[config.mk]
export PLATFORM = sky130hd
export DESIGN_NAME = axi_stream_mem_client
export DESIGN_NICKNAME = d
export VERILOG_FILES = /design/src/rtl/axi_stream_mem_client.sv
export SDC_FILE = /design/constraint.sdc
export NUM_CORES = 1
export LEC_CHECK = 0
export CORE_MARGIN = 8
export CORE_UTILIZATION = 46
export CTS_CLUSTER_DIAMETER = 120
export DETAILED_ROUTE_END_ITERATION = 6
export PLACE_DENSITY = 0.81
export SKIP_LAST_GASP = 1
export SYNTH_ARGS = -nofsm -noshare
export SYNTH_HDL_FRONTEND = slang
export SYNTH_SLANG_ARGS = --single-unit
export TNS_END_PERCENT = 100
[constraint.sdc]
create_clock -name aclk -period 9.39 [get_ports aclk]
set_input_delay 1.4085 -clock aclk [delete_from_list [all_inputs] [get_ports aclk]]
set_output_delay 1.4085 -clock aclk [all_outputs]
set_load 0.01 [all_outputs]
[src/rtl/axi_stream_mem_client.sv]
// ----------------------------------------------------------------------------
// axi_stream_mem_client
//
// Initiator side of the AXI-Stream memory command protocol. One request at a
// time is taken from the local req port and serialised onto m_axis as
// CMD, ADDR[, DATA] beats. The module then waits for the single response beat
// on s_axis and returns it on the rsp port. If no response arrives within
// TIMEOUT_CYCLES, an error response is returned instead.
//
// Ports
//   aclk, areset     clock (rising edge) / asynchronous active-high reset
//   req_*            local request port (valid/ready, write, addr, wdata)
//   rsp_*            local response port (valid/ready, rdata, error)
//   m_axis_*         outgoing command stream (tdata/tvalid/tready/tlast/tdest)
//   s_axis_*         incoming response stream (tlast is ignored)
//   busy             high whenever a request is in flight
// ----------------------------------------------------------------------------
module axi_stream_mem_client #(
    parameter int          DATA_WIDTH     = 64,
    parameter int          ADDR_WIDTH     = 8,
    parameter logic [1:0]  DEST_ID        = 2'd0,
    parameter int          TIMEOUT_CYCLES = 1024
) (
    input  logic                  aclk,
    input  logic                  areset,
    input  logic                  req_valid,
    output logic                  req_ready,
    input  logic                  req_write,
    input  logic [ADDR_WIDTH-1:0] req_addr,
    input  logic [DATA_WIDTH-1:0] req_wdata,
    output logic                  rsp_valid,
    input  logic                  rsp_ready,
    output logic [DATA_WIDTH-1:0] rsp_rdata,
    output logic                  rsp_error,
    output logic [DATA_WIDTH-1:0] m_axis_tdata,
    output logic                  m_axis_tvalid,
    input  logic                  m_axis_tready,
    output logic                  m_axis_tlast,
    output logic [1:0]            m_axis_tdest,
    input  logic [DATA_WIDTH-1:0] s_axis_tdata,
    input  logic                  s_axis_tvalid,
    output logic                  s_axis_tready,
    input  logic                  s_axis_tlast,
    output logic                  busy
);

    // Timer only needs to reach TIMEOUT_CYCLES-1; it saturates at all-ones.
    localparam int TIMER_W = (TIMEOUT_CYCLES > 2) ? $clog2(TIMEOUT_CYCLES) : 1;
    localparam logic [TIMER_W-1:0] TIMER_LAST =
        (TIMEOUT_CYCLES == 0) ? '0 : TIMER_W'(TIMEOUT_CYCLES - 1);
    localparam logic [DATA_WIDTH-1:0] WRITE_ACK = DATA_WIDTH'(1);

    typedef enum logic [2:0] {
        IDLE,
        SEND_CMD,
        SEND_ADDR,
        SEND_DATA,
        WAIT_RSP,
        RSP_OUT
    } state_t;

    state_t                state, state_next;
    logic                  write_q;
    logic [ADDR_WIDTH-1:0] addr_q;
    logic [DATA_WIDTH-1:0] wdata_q;
    logic [TIMER_W-1:0]    timer;
    logic                  timeout_hit;

    // Every response is a single beat, so tlast carries no information.
    logic unused_tlast;
    assign unused_tlast = s_axis_tlast;

    assign req_ready     = (state == IDLE);
    assign busy          = (state != IDLE);
    assign rsp_valid     = (state == RSP_OUT);
    assign s_axis_tready = (state != RSP_OUT);
    assign m_axis_tdest  = DEST_ID;
    assign timeout_hit   = (TIMEOUT_CYCLES != 0) && (timer == TIMER_LAST);

    always_ff @(posedge aclk or posedge areset) begin
        if (areset) begin
            state <= IDLE;
        end else begin
            state <= state_next;
        end
    end

    always_comb begin
        state_next = state;
        case (state)
            IDLE:      if (req_valid)     state_next = SEND_CMD;
            SEND_CMD:  if (m_axis_tready) state_next = SEND_ADDR;
            SEND_ADDR: if (m_axis_tready) state_next = write_q ? SEND_DATA : WAIT_RSP;
            SEND_DATA: if (m_axis_tready) state_next = WAIT_RSP;
            // A response beat on the expiry cycle takes priority over the timeout.
            WAIT_RSP:  if (s_axis_tvalid || timeout_hit) state_next = RSP_OUT;
            RSP_OUT:   if (rsp_ready)     state_next = IDLE;
            default:   state_next = IDLE;
        endcase
    end

    // Outgoing beats are registered: each beat is loaded on the handshake of
    // the previous one, so tdata/tlast stay stable while the sink stalls.
    always_ff @(posedge aclk or posedge areset) begin
        if (areset) begin
            write_q       <= 1'b0;
            addr_q        <= '0;
            wdata_q       <= '0;
            m_axis_tdata  <= '0;
            m_axis_tlast  <= 1'b0;
            m_axis_tvalid <= 1'b0;
            rsp_rdata     <= '0;
            rsp_error     <= 1'b0;
            timer         <= '0;
        end else begin
            m_axis_tvalid <= (state_next == SEND_CMD) || (state_next == SEND_ADDR) ||
                             (state_next == SEND_DATA);

            if (state == IDLE && req_valid) begin
                write_q      <= req_write;
                addr_q       <= req_addr;
                wdata_q      <= req_wdata;
                m_axis_tdata <= DATA_WIDTH'(req_write);
                m_axis_tlast <= 1'b0;
            end
            if (state == SEND_CMD && m_axis_tready) begin
                m_axis_tdata <= DATA_WIDTH'(addr_q);
                m_axis_tlast <= ~write_q;
            end
            if (state == SEND_ADDR && m_axis_tready && write_q) begin
                m_axis_tdata <= wdata_q;
                m_axis_tlast <= 1'b1;
            end

            if (state == WAIT_RSP) begin
                if (s_axis_tvalid) begin
                    rsp_rdata <= s_axis_tdata;
                    rsp_error <= write_q && (s_axis_tdata != WRITE_ACK);
                end else if (timeout_hit) begin
                    rsp_rdata <= '0;
                    rsp_error <= 1'b1;
                end
            end

            // Timer restarts from zero on every entry into WAIT_RSP.
            if (state != WAIT_RSP) begin
                timer <= '0;
            end else if (timer != '1) begin
                timer <= timer + TIMER_W'(1);
            end
        end
    end

endmodule

==> results of run 1 <==
## worst reg2reg max path: cells and delay by family, from the launching register on
family | cells | cell delay, ns
flip-flops | 1 | 0.50
AND/OR/NAND/NOR | 3 | 1.56
buffers and inverters | 1 | 0.36
AO/OA/AOI/OAI | 1 | 0.38
## layer usage
| layer | part of all wire, % | global-route usage (%) | routed length [µm] |
|---|---|---|---|
| met5 | 0 | 0 | 0 |
| met4 | 2.1 | 5.90 | 501 |
| met3 | 10 | 7.63 | 2460 |
| met2 | 49 | 35.0 | 11600 |
| met1 | 39 | 24.5 | 9240 |
## final cells by class
class / instances / area share, %
multi-input combinational: 304 / 22.3
clock buffer: 26 / 4.98
timing repair buffer: 282 / 23.5
clock inverter: 13 / 1.24
inverter: 8 / 0.313
sequential: 217 / 45.3
antenna: 1 / 0.0209
tap: 229 / 2.39
## registers in the layout, summed over array words and instances, names as in the netlist
register,count
m_axis_tdata,64
rsp_rdata,64
wdata_q,64
timer,10
addr_q,8
state,3
m_axis_tlast,1
m_axis_tvalid,1
rsp_error,1
write_q,1
## power breakdown
group / switching, mW / total, mW / internal [mW] / leakage [nW]
sequential: 0.223 / 1.53 / 1.30 / 2.76
combinational: 0.509 / 1.20 / 0.693 / 2.16
clock: 0.356 / 0.894 / 0.538 / 0.367
total: 1.09 / 3.62 / 2.53 / 5.28
## Yosys cell counts, types with 4 or more instances
master	number	area, µm²
nand2_1	10	37.5
xor2_1	4	35.0
o31ai_1	5	37.5
buf_2	14	70.1
dfrtp_1	217	5430
nor4_1	17	106
a21o_1	8	60.1
buf_4	6	45.0
buf_6	5	56.3
mux2_1	73	822
nand4_1	5	31.3
a22o_1	127	1110
clkbuf_1	16	60.1
inv_1	8	30.0
nor2_1	9	33.8
## kinds of logic (layout without fill, tap and decap cells)
| logic type | after synthesis | count (layout) | share of synthesized area, % |
|---|---|---|---|
| AOI/OAI and AO/OA | 154 | 154 | 15.6 |
| xor gates and xnor gates | 4 | 4 | 0.421 |
| adders and majority gates | 1 | 1 | 0.150 |
| buffers and inverters | 50 | 329 | 3.19 |
| DFF | 217 | 217 | 65.3 |
| muxes | 77 | 77 | 10.4 |
| other | 1 | 3 | 0.0451 |
| and+or+nand+nor | 66 | 66 | 4.90 |
## worst min path at each step
stage	startpoint	end	slack [ns]	depth (start not counted)
after detailed placement	m_axis_tdata[5]$_DFFE_PP0P_	m_axis_tdata[5]$_DFFE_PP0P_	0.48	1
final	m_axis_tdata[6]$_DFFE_PP0P_	m_axis_tdata[6]$_DFFE_PP0P_	0.49	1
after floorplan	addr_q[0]$_DFFE_PP0P_	addr_q[0]$_DFFE_PP0P_	0.45	1
after global placement	m_axis_tdata[6]$_DFFE_PP0P_	m_axis_tdata[6]$_DFFE_PP0P_	0.46	1
after CTS	wdata_q[56]$_DFFE_PP0P_	wdata_q[56]$_DFFE_PP0P_	0.49	1
after global routing	wdata_q[4]$_DFFE_PP0P_	wdata_q[4]$_DFFE_PP0P_	0.50	1
==> impl_results.md, run 1 <==
* Slowest stage delay, CP at 0.65 ns
* Commonest non-fill, non-tap cells in the layout: clkdlybuf4s50_1 (277), dfrtp_1 (217), a22o_1 (127)
* Post-route cell area at 0.0120 mm²
* Remaining Overflow, GRT at 0
* Vias at 6021
* Cell Count, Final, Fillers Out at 1080
* Reg2reg setup slack at 6.47 ns
* Final worst path period share at 38.0%
* Post-synth EDFFs at 0
* Hold Fails Final Rpt at 0
* # fillers at 1210
* Netlist cell types at 43
* Setup bufs post-CTS at 0
* Worst slew margin at 22.6%
* Max FO, Critical Path at 9
* Main synth FF type: dfrtp_1
* RR Startpoint: state[0]$_DFF_PP0_
* Multi-input gate area at 0.00267 mm²
* Vias in the first global route at 6722
* Lkg Pwr at 5.28 nW
* Setup crit end: req_ready
* Cell family with most CP delay: buffers and inverters
* Post-DP Area at 0.0112 mm²
* WL per Instance at 22.0 µm
* Dpl ws at 5.40 ns
* Crit path from: state[0]$_DFF_PP0_
* Row Count at 49
* Max-Cap Viols at 0
* Final min period at 3.57 ns
* HP Class: reg2reg
* Levels on crit path at 2
* Clock latency on the worst-skew pair at 0.49 ns
* Net count, final at 981
* Bufs on Longest Clock Path at 3
* Core Util, Final at 67.2%
* Syn avg cell area at 14.6 µm²
* GPL Wtd Cong at 0.842
* Placed insts at 1040
* DRC at 0
* Die Ht at 150 µm
* Reg2reg path depth at 5
* Largest net degree at the start of global routing at 127
* Worst R2R End: m_axis_tdata[56]$_DFFE_PP0P_
* Via/cell ratio at 5.58
* Crit path DAT at 2.16 ns
* Crit path capture type: primary output
* Number of synthesized register bits at 217
* Final worst slack at 5.82 ns
* Die area at 0.0226 mm²
* Worst-Margin Slew at 1.16 ns
* Maximum clock rate at 0.280 GHz
* Clk sink count at 217
* Detail Route Antenna Nets at 0
* Status: completed
* First-pass GRT wire length at 37400 µm
* TritonCTS clock tree: yes
* Maximum vdd drop at 173 µV
* CTS resizes at 0
* Die W at 150 µm
* Async SR Flop Fraction at 100%
* Layout area overhead at 44.0%
* Critical Path Source Type: register
* # hold bufs at CTS at 0
* Initial Utilization at 46.6%
* Crit Path Class: reg2out
* Worst path slowest cell: clkdlybuf4s50_1
* Reg clk slew, reported paths at 0.06 ns
* Crit path cell chain: nor3_1 -> clkdlybuf4s50_1
* CP required at 7.98 ns
* Total Neg Setup Slack at 0 ns
* Num CTS Buffers at 23
* PortBufs at 277
* First DRT Iteration DRCs at 254
* Register area at 0.00543 mm²
* Root Driver: clkbuf_16
* Seq/Total Area, Yosys at 65.3%
* GRT Util Overall at 20.8%
* Total Power at 3.62 mW
* Final Skew at 0.00983 ns
* First-pass DRT Iterations at 4
* Unrepaired setup endpoints after global routing: no
* Commonest non-fill, non-tap cell in the layout: clkdlybuf4s50_1
* Pwr Density at 302 mW/mm²
* Slew Limit Fails at 0
* Initial antenna violation count at 1
* Total Wirelength at 23800 µm
* H-tree levels at 1
* Fin Hold WS at 0.486 ns
* Ports at 281
* Hpwl dp at 16600 µm
* Mapped Cells at 570
* Yosys warns at 0
* Core Region at 0.0178 mm²
* Post-Syn Area at 0.00832 mm²
* Ratio of cells with drive above 1 in the final layout at 6.35%
* Buffers & Inverters on Critical Path at 1
* Finish-stage setup viols at 0
No activity file was read; power rests on OpenSTA's default activity.
==> inputs of run 2 (changes only) <==
==> constraint.sdc (replaced) <==
create_clock -name aclk -period 3.5 [get_ports aclk]
set_input_delay 0.525 -clock aclk [delete_from_list [all_inputs] [get_ports aclk]]
set_output_delay 0.525 -clock aclk [all_outputs]
set_load 0.01 [all_outputs]
==> run 2 against run 1 <==
Against the previous run:
- clock power increased to 3.0 times the previous value
- non-clock buffer count increased by 4
- count of clock-buffer cells in the layout unchanged
- utilization increased by 0.86 points
- routed wire length decreased by 0.95%
- first-iteration DRC count decreased by 16%
- flip-flop and latch count unchanged
- die area unchanged
- power increased to 2.8 times the previous value
- highest routed layer unchanged
- largest cell class unchanged
- register-to-register slack got worse by 5.5 ns
- worst setup slack got worse by 5.0 ns
==> impl_results.md, run 2 (synthesis results as in run 1) <==
* Ratio of cells with drive above 1 in the final layout at 7.24% (+0.89 points)
* Vias in the first global route at 6618 (-1.5%)
* First-pass DRT Iterations at 4 (unchanged)
* TritonCTS clock tree: yes
* Max FO, Critical Path at 9 (unchanged)
* Top Registers: m_axis_tdata: 64 flops, rsp_rdata: 64 flops, wdata_q: 64 flops
* Reg2reg path depth at 5 (unchanged)
* DRC at 0 (unchanged)
* Setup bufs post-CTS at 0 (unchanged)
* First DRT Iteration DRCs at 213 (-16%)
* Total Power at 10.0 mW (+180%)
* Total Wirelength at 23500 µm (-0.95%)
* Placed insts at 1044 (+0.38%)
* Lkg Pwr at 5.35 nW (+1.3%)
* Maximum vdd drop at 590 µV (+240%)
* Pwr Density at 827 mW/mm² (+170%)
* Status: completed
* Fin Hold WS at 0.475 ns (-0.0112 ns)
* Multi-input gate area at 0.00267 mm² (unchanged)
* Num CTS Buffers at 23 (unchanged)
* Maximum clock rate at 0.377 GHz
* Vias at 6022 (+0.017%)
* HP Class: reg2reg
* WL per Instance at 21.7 µm (-1.4%)
* Crit Path Class: reg2out
* Core Util, Final at 68.0% (+0.86 points)
* Worst R2R End: m_axis_tdata[45]$_DFFE_PP0P_
* GPL Wtd Cong at 0.846 (+0.51%)
* Total Neg Setup Slack at 0 ns (unchanged)
* Crit path from: state[0]$_DFF_PP0_
* Reg clk slew, reported paths at 0.06 ns (about the same)
* Worst slew margin at 45.6% (+23 points)
* Die area at 0.0226 mm² (unchanged)
* H-tree levels at 1 (unchanged)
* Finish-stage setup viols at 0 (unchanged)
* Initial Utilization at 46.6% (unchanged)
* RR Startpoint: state[1]$_DFF_PP0_
* Final Skew at 0.00833 ns (-0.00151 ns)
* Commonest non-fill, non-tap cell in the layout: clkdlybuf4s50_1
* Worst-Margin Slew at 0.813 ns (-0.347 ns)
* Final min period at 2.65 ns
* Initial antenna violation count at 0 (-1)
* Clk sink count at 217 (unchanged)
* Ports at 281 (unchanged)
* Net count, final at 985 (+0.41%)
* Unrepaired setup endpoints after global routing: no
* Die Ht at 150 µm (unchanged)
* Reg2reg setup slack at 0.98 ns (-5.49 ns)
* Setup crit end: req_ready
* Root Driver: clkbuf_16
* Hpwl dp at 16700 µm (+0.13%)
* Crit path capture type: primary output
* Via/cell ratio at 5.55 (-0.44%)
* Die W at 150 µm (unchanged)
* # hold bufs at CTS at 0 (unchanged)
* First-pass GRT wire length at 36500 µm (-2.5%)
* Clock latency on the worst-skew pair at 0.49 ns (about the same)
* # fillers at 1170 (-3.3%)
* Layout area overhead at 45.9%
* Hold Fails Final Rpt at 0 (unchanged)
* Critical Path Source Type: register
* Core Region at 0.0178 mm² (unchanged)
* Slew Limit Fails at 0 (unchanged)
* PortBufs at 277 (unchanged)
* Commonest non-fill, non-tap cells in the layout: clkdlybuf4s50_1 (277), dfrtp_1 (217), a22o_1 (127)
* GRT Util Overall at 20.2% (-0.56 points)
* Row Count at 49 (unchanged)
* CTS resizes at 0 (unchanged)
* Remaining Overflow, GRT at 0 (unchanged)
* Ant. Diodes at 0 (-1)
* Crit path DAT at 2.12 ns (-0.04 ns)
* Register area at 0.00543 mm² (unchanged)
* Largest net degree at the start of global routing at 95 (-25%)
* CP required at 2.97 ns (-5.01 ns)
* Cell Count, Final, Fillers Out at 1085 (+0.46%)
* Bufs on Longest Clock Path at 3 (unchanged)
* Max-Cap Viols at 0 (unchanged)
* Detail Route Antenna Nets at 0 (unchanged)
* Final worst path period share at 75.7%
run 2: cell count changes in the layout (fill, tap and decap cells not counted), sizes merged:
| cell | delta |
|---|---|
| clkinv | -2 |
| diode | -1 |
| bufinv | +3 |
| inv | -1 |
| clkinvlp | +2 |
| buf | +4 |
run 2: stage by stage:
step	instance area, µm²	setup WS [ns]
2_1_floorplan	8330	0.149
3_3_place_gp	11300	0.699
3_5_place_dp	11300	0.605
4_1_cts	12100	0.822
5_1_grt	12100	0.768
6_report	12100	0.851
run 2: area by class of cell:
cell class,instances,area share (%)
Tap cell,229,2.36
Timing Repair Buffer,286,23.6
Inverter,8,0.278
Clock buffer,26,5.08
Sequential cell,217,44.8
Clock inverter,15,1.92
Multi-Input combinational cell,304,22.0
run 2: how the worst min path moves through the flow:
stage                                startpoint                           to  slack [ns]  cells past startpoint
global placement    m_axis_tdata[2]$_DFFE_PP0P_  m_axis_tdata[2]$_DFFE_PP0P_        0.46                      1
floorplan                 addr_q[0]$_DFFE_PP0P_        addr_q[0]$_DFFE_PP0P_        0.45                      1
CTS                 m_axis_tdata[1]$_DFFE_PP0P_  m_axis_tdata[1]$_DFFE_PP0P_        0.48                      1
global route             wdata_q[3]$_DFFE_PP0P_       wdata_q[3]$_DFFE_PP0P_        0.50                      1
detailed placement  m_axis_tdata[1]$_DFFE_PP0P_  m_axis_tdata[1]$_DFFE_PP0P_        0.46                      1
finish              m_axis_tdata[3]$_DFFE_PP0P_  m_axis_tdata[3]$_DFFE_PP0P_        0.47                      1
run 2: power breakdown:
| group | internal [mW] | leakage, nW | switching (mW) | total [mW] |
|---|---|---|---|---|
| Clock | 1.71 | 0.414 | 0.978 | 2.69 |
| Combinational | 1.88 | 2.18 | 1.38 | 3.25 |
| Sequential | 3.50 | 2.76 | 0.598 | 4.09 |
run 2: metal layers:
layer	vias to the layer above	GRT usage [%]	wire (µm)	share of wire (%)
met5	-	0	0	0
met4	0	4.05	280	1.2
met3	21	7.09	2290	9.7
met2	246	34.0	11700	50
met1	3085	24.7	9230	39
li1	2670	-	-	-
run 2: worst max-delay path, cell delays in order, from the launching register on:
cell and delay (ns):
dfrtp_1 0.49, nor3_1 0.50, clkdlybuf4s50_1 0.65
==> inputs of run 3 (changes only) <==
--- a/config.mk
+++ b/config.mk
@@ -6,10 +6,10 @@
 export NUM_CORES = 1
 export LEC_CHECK = 0
 export CORE_MARGIN = 8
-export CORE_UTILIZATION = 46
+export CORE_UTILIZATION = 41
 export CTS_CLUSTER_DIAMETER = 120
 export DETAILED_ROUTE_END_ITERATION = 6
-export PLACE_DENSITY = 0.81
+export PLACE_DENSITY = 0.76
 export SKIP_LAST_GASP = 1
 export SYNTH_ARGS = -nofsm -noshare
 export SYNTH_HDL_FRONTEND = slang
==> constraint.sdc (replaced) <==
create_clock -name aclk -period 2.3 [get_ports aclk]
set_input_delay 0.345 -clock aclk [delete_from_list [all_inputs] [get_ports aclk]]
set_output_delay 0.345 -clock aclk [all_outputs]
set_load 0.01 [all_outputs]
==> run 3 against run 2 <==
Against the previous run:
- via count is 0.48% higher
- clock skew is 0.0033 ns higher
- non-clock buffer count is 20 higher
- final cell count is 5.6% higher
- critical endpoint is now rsp_valid
- sequential power is 50% higher
==> impl_results.md, run 3 (synthesis results as in run 1) <==
* Status: completed
* GPL Wtd Cong at 0.810 (-4.3%)
* Die W at 158 µm (+5.3%)
* Register area at 0.00543 mm² (unchanged)
* Max-Cap Viols at 0 (unchanged)
* Lkg Pwr at 5.45 nW (+1.9%)
* Ratio of cells with drive above 1 in the final layout at 9.25% (+2.0 points)
* Finish-stage setup viols at 0 (unchanged)
* Levels on crit path at 4 (+2)
* Die Ht at 158 µm (+5.3%)
* Post-DP Area at 0.0116 mm² (+2.7%)
* Maximum vdd drop at 669 µV (+13%)
* Ant. Diodes at 0 (unchanged)
* Largest net degree at the start of global routing at 53 (-44%)
* Slew Limit Fails at 0 (unchanged)
* Total Neg Setup Slack at 0 ns (unchanged)
* Initial antenna violation count at 0 (unchanged)
* Flop pwr share at 41.1% (+0.3 points)
* Vias in the first global route at 6584 (-0.51%)
* RR Startpoint: state[0]$_DFF_PP0_
* Int Pwr at 10.6 mW (+49%)
* Worst path slowest cell: clkdlybuf4s50_1
* Crit Path Class: reg2out
* First DRT Iteration DRCs at 243 (+14%)
* Reg2reg path depth at 5 (unchanged)
* Switching power at 4.42 mW (+50%)
* Hpwl dp at 17000 µm (+2.2%)
* Net count, final at 1005 (+2.0%)
* Worst-Margin Slew at 0.593 ns (-0.221 ns)
* # fillers at 1556 (+33%)
* Via/cell ratio at 5.28 (-4.9%)
* Crit path DAT at 1.87 ns (-0.25 ns)
* DRC at 0 (unchanged)
* Commonest non-fill, non-tap cells in the layout: clkdlybuf4s50_1 (276), dfrtp_1 (217), a22o_1 (127)
* Reg clk slew, reported paths at 0.06 ns (about the same)
* Final min period at 2.21 ns
* Maximum clock rate at 0.452 GHz
* CP required at 1.96 ns (-1.01 ns)
* Core Region at 0.0201 mm² (+13%)
* H-tree levels at 1 (unchanged)
* Num CTS Buffers at 23 (unchanged)
* Final worst path period share at 96.1%
* Slowest stage delay, CP at 0.54 ns (-0.11 ns)
* TritonCTS clock tree: yes
* HP Class: in2async
* First-pass GRT wire length at 36600 µm (+0.34%)
* GRT Util Overall at 18.5% (-1.7 points)
* Layout area overhead at 48.7%
* Remaining Overflow, GRT at 0 (unchanged)
* Post-route cell area at 0.0124 mm² (+1.9%)
* WL per Instance at 20.4 µm (-6.2%)
* Top Registers: m_axis_tdata: 64 flops, rsp_rdata: 64 flops, wdata_q: 64 flops
* Comb power frac at 34.1% (+1.7 points)
* Critical Path Source Type: register
* Bufs on Longest Clock Path at 3 (unchanged)
* Worst R2R End: rsp_rdata[42]$_DFFE_PP0P_
* Clock network fraction of design power at 24.8% (-2.0 points)
* Unrepaired setup endpoints after global routing: yes
* PortBufs at 277 (unchanged)
* Reg2reg setup slack at 0.32 ns (-0.66 ns)
* Crit path cell chain: buf_4 -> nor2b_2 -> and2_1 -> clkdlybuf4s50_1
* Pwr Density at 1210 mW/mm² (+46%)
* Clock latency on the worst-skew pair at 0.49 ns (about the same)
* Crit path capture type: primary output
* Max FO, Critical Path at 8 (-1)
* Die area at 0.0251 mm² (+11%)
* Fin Hold WS at 0.279 ns (-0.196 ns)
* Worst slew margin at 60.4% (+15 points)
* Final Skew at 0.0116 ns (+0.00330 ns)
* # hold bufs at CTS at 0 (unchanged)
* Ports at 281 (unchanged)
* Buffers & Inverters on Critical Path at 2 (+1)
* Sw Ratio at 29.5% (+0.092 points)
* Commonest non-fill, non-tap cell in the layout: clkdlybuf4s50_1
* Detail Route Antenna Nets at 0 (unchanged)
* Initial Utilization at 41.4% (-5.2 points)
* Hold Fails Final Rpt at 0 (unchanged)
* Row Count at 52 (+6.1%)
* Total Power at 15.0 mW (+49%)
* First-pass DRT Iterations at 4 (unchanged)
* Root Driver: clkbuf_16
* Cell family with most CP delay: buffers and inverters
* Multi-input gate area at 0.00268 mm² (+0.28%)
* Total Wirelength at 23300 µm (-0.88%)
* Clk sink count at 217 (unchanged)
* Vias at 6051 (+0.48%)
==> run 3: cell count changes in the layout (fill, tap and decap cells not counted), moves of 2 or more <==
cell | previous run | this run
buf_12 | 2 | 10
clkbuf_1 | 0 | 3
bufinv_16 | 6 | 2
clkbuf_8 | 3 | 6
buf_4 | 7 | 19
clkinv_2 | 6 | 4
==> run 3: power by group through the flow <==
stage | Combinational, mW | Sequential (mW) | Clock, mW
2_1_floorplan | 2.09 | 6.42 | 0
3_3_place_gp | 5.09 | 6.12 | 0
3_5_place_dp | 5.22 | 6.14 | 0
4_1_cts | 5.22 | 6.15 | 3.83
5_1_grt | 5.53 | 6.33 | 3.99
6_report | 5.11 | 6.15 | 3.72
==> run 3: how the worst max path moves through the flow <==
stage	startpoint	to	slack, ns
after floorplan	areset	addr_q[0]$_DFFE_PP0P_	-0.87
after global placement	m_axis_tready	m_axis_tdata[27]$_DFFE_PP0P_	0.1
after detailed placement	m_axis_tready	m_axis_tdata[53]$_DFFE_PP0P_	0.1
after CTS	state[2]$_DFF_PP0_	s_axis_tready	0.002
after global routing	state[1]$_DFF_PP0_	rsp_valid	-0.003
final	state[1]$_DFF_PP0_	rsp_valid	0.09
==> run 3: repair_timing <==
action,CTS,global route
setup endpoints to repair,1,2
gates resized for setup,1,2
setup buffers,0,0
==> run 3: per-layer routing <==
metal / global-route usage, % / wire (µm) / vias to the layer above
met4: 4.36 / 386 / 0
met1: 22.4 / 9350 / 3050
met3: 6.62 / 2340 / 27
met2: 31.0 / 11300 / 247
met5: 0 / 0 / -
li1: - / - / 2727
==> run 3: final cells by class <==
type,instances,area share (%)
clock buffer,32,5.41
timing repair buffer,306,25.2
clock inverter,9,0.840
inverter,8,0.273
tap,270,2.73
multi-input combinational,304,21.6
sequential,217,43.9
==> run 3: per-stage QoR <==
stage          utilization, %  worst slack (ns)  cells
3_5_place_dp             57.6            0.0997   1105
6_report                 61.5            0.0886   1146
2_1_floorplan               -            -0.871    571
4_1_cts                  61.5           0.00199   1146
3_3_place_gp             57.6             0.100   1105
5_1_grt                  61.5          -0.00287   1146
==> run 3: worst register-to-register path: stages, from the launching register on <==
cell	delay (ns)
dfrtp_1	0.37
or3b_4	0.48
nor4_4	0.40
nor2_4	0.18
buf_12	0.22
a22o_1	0.23
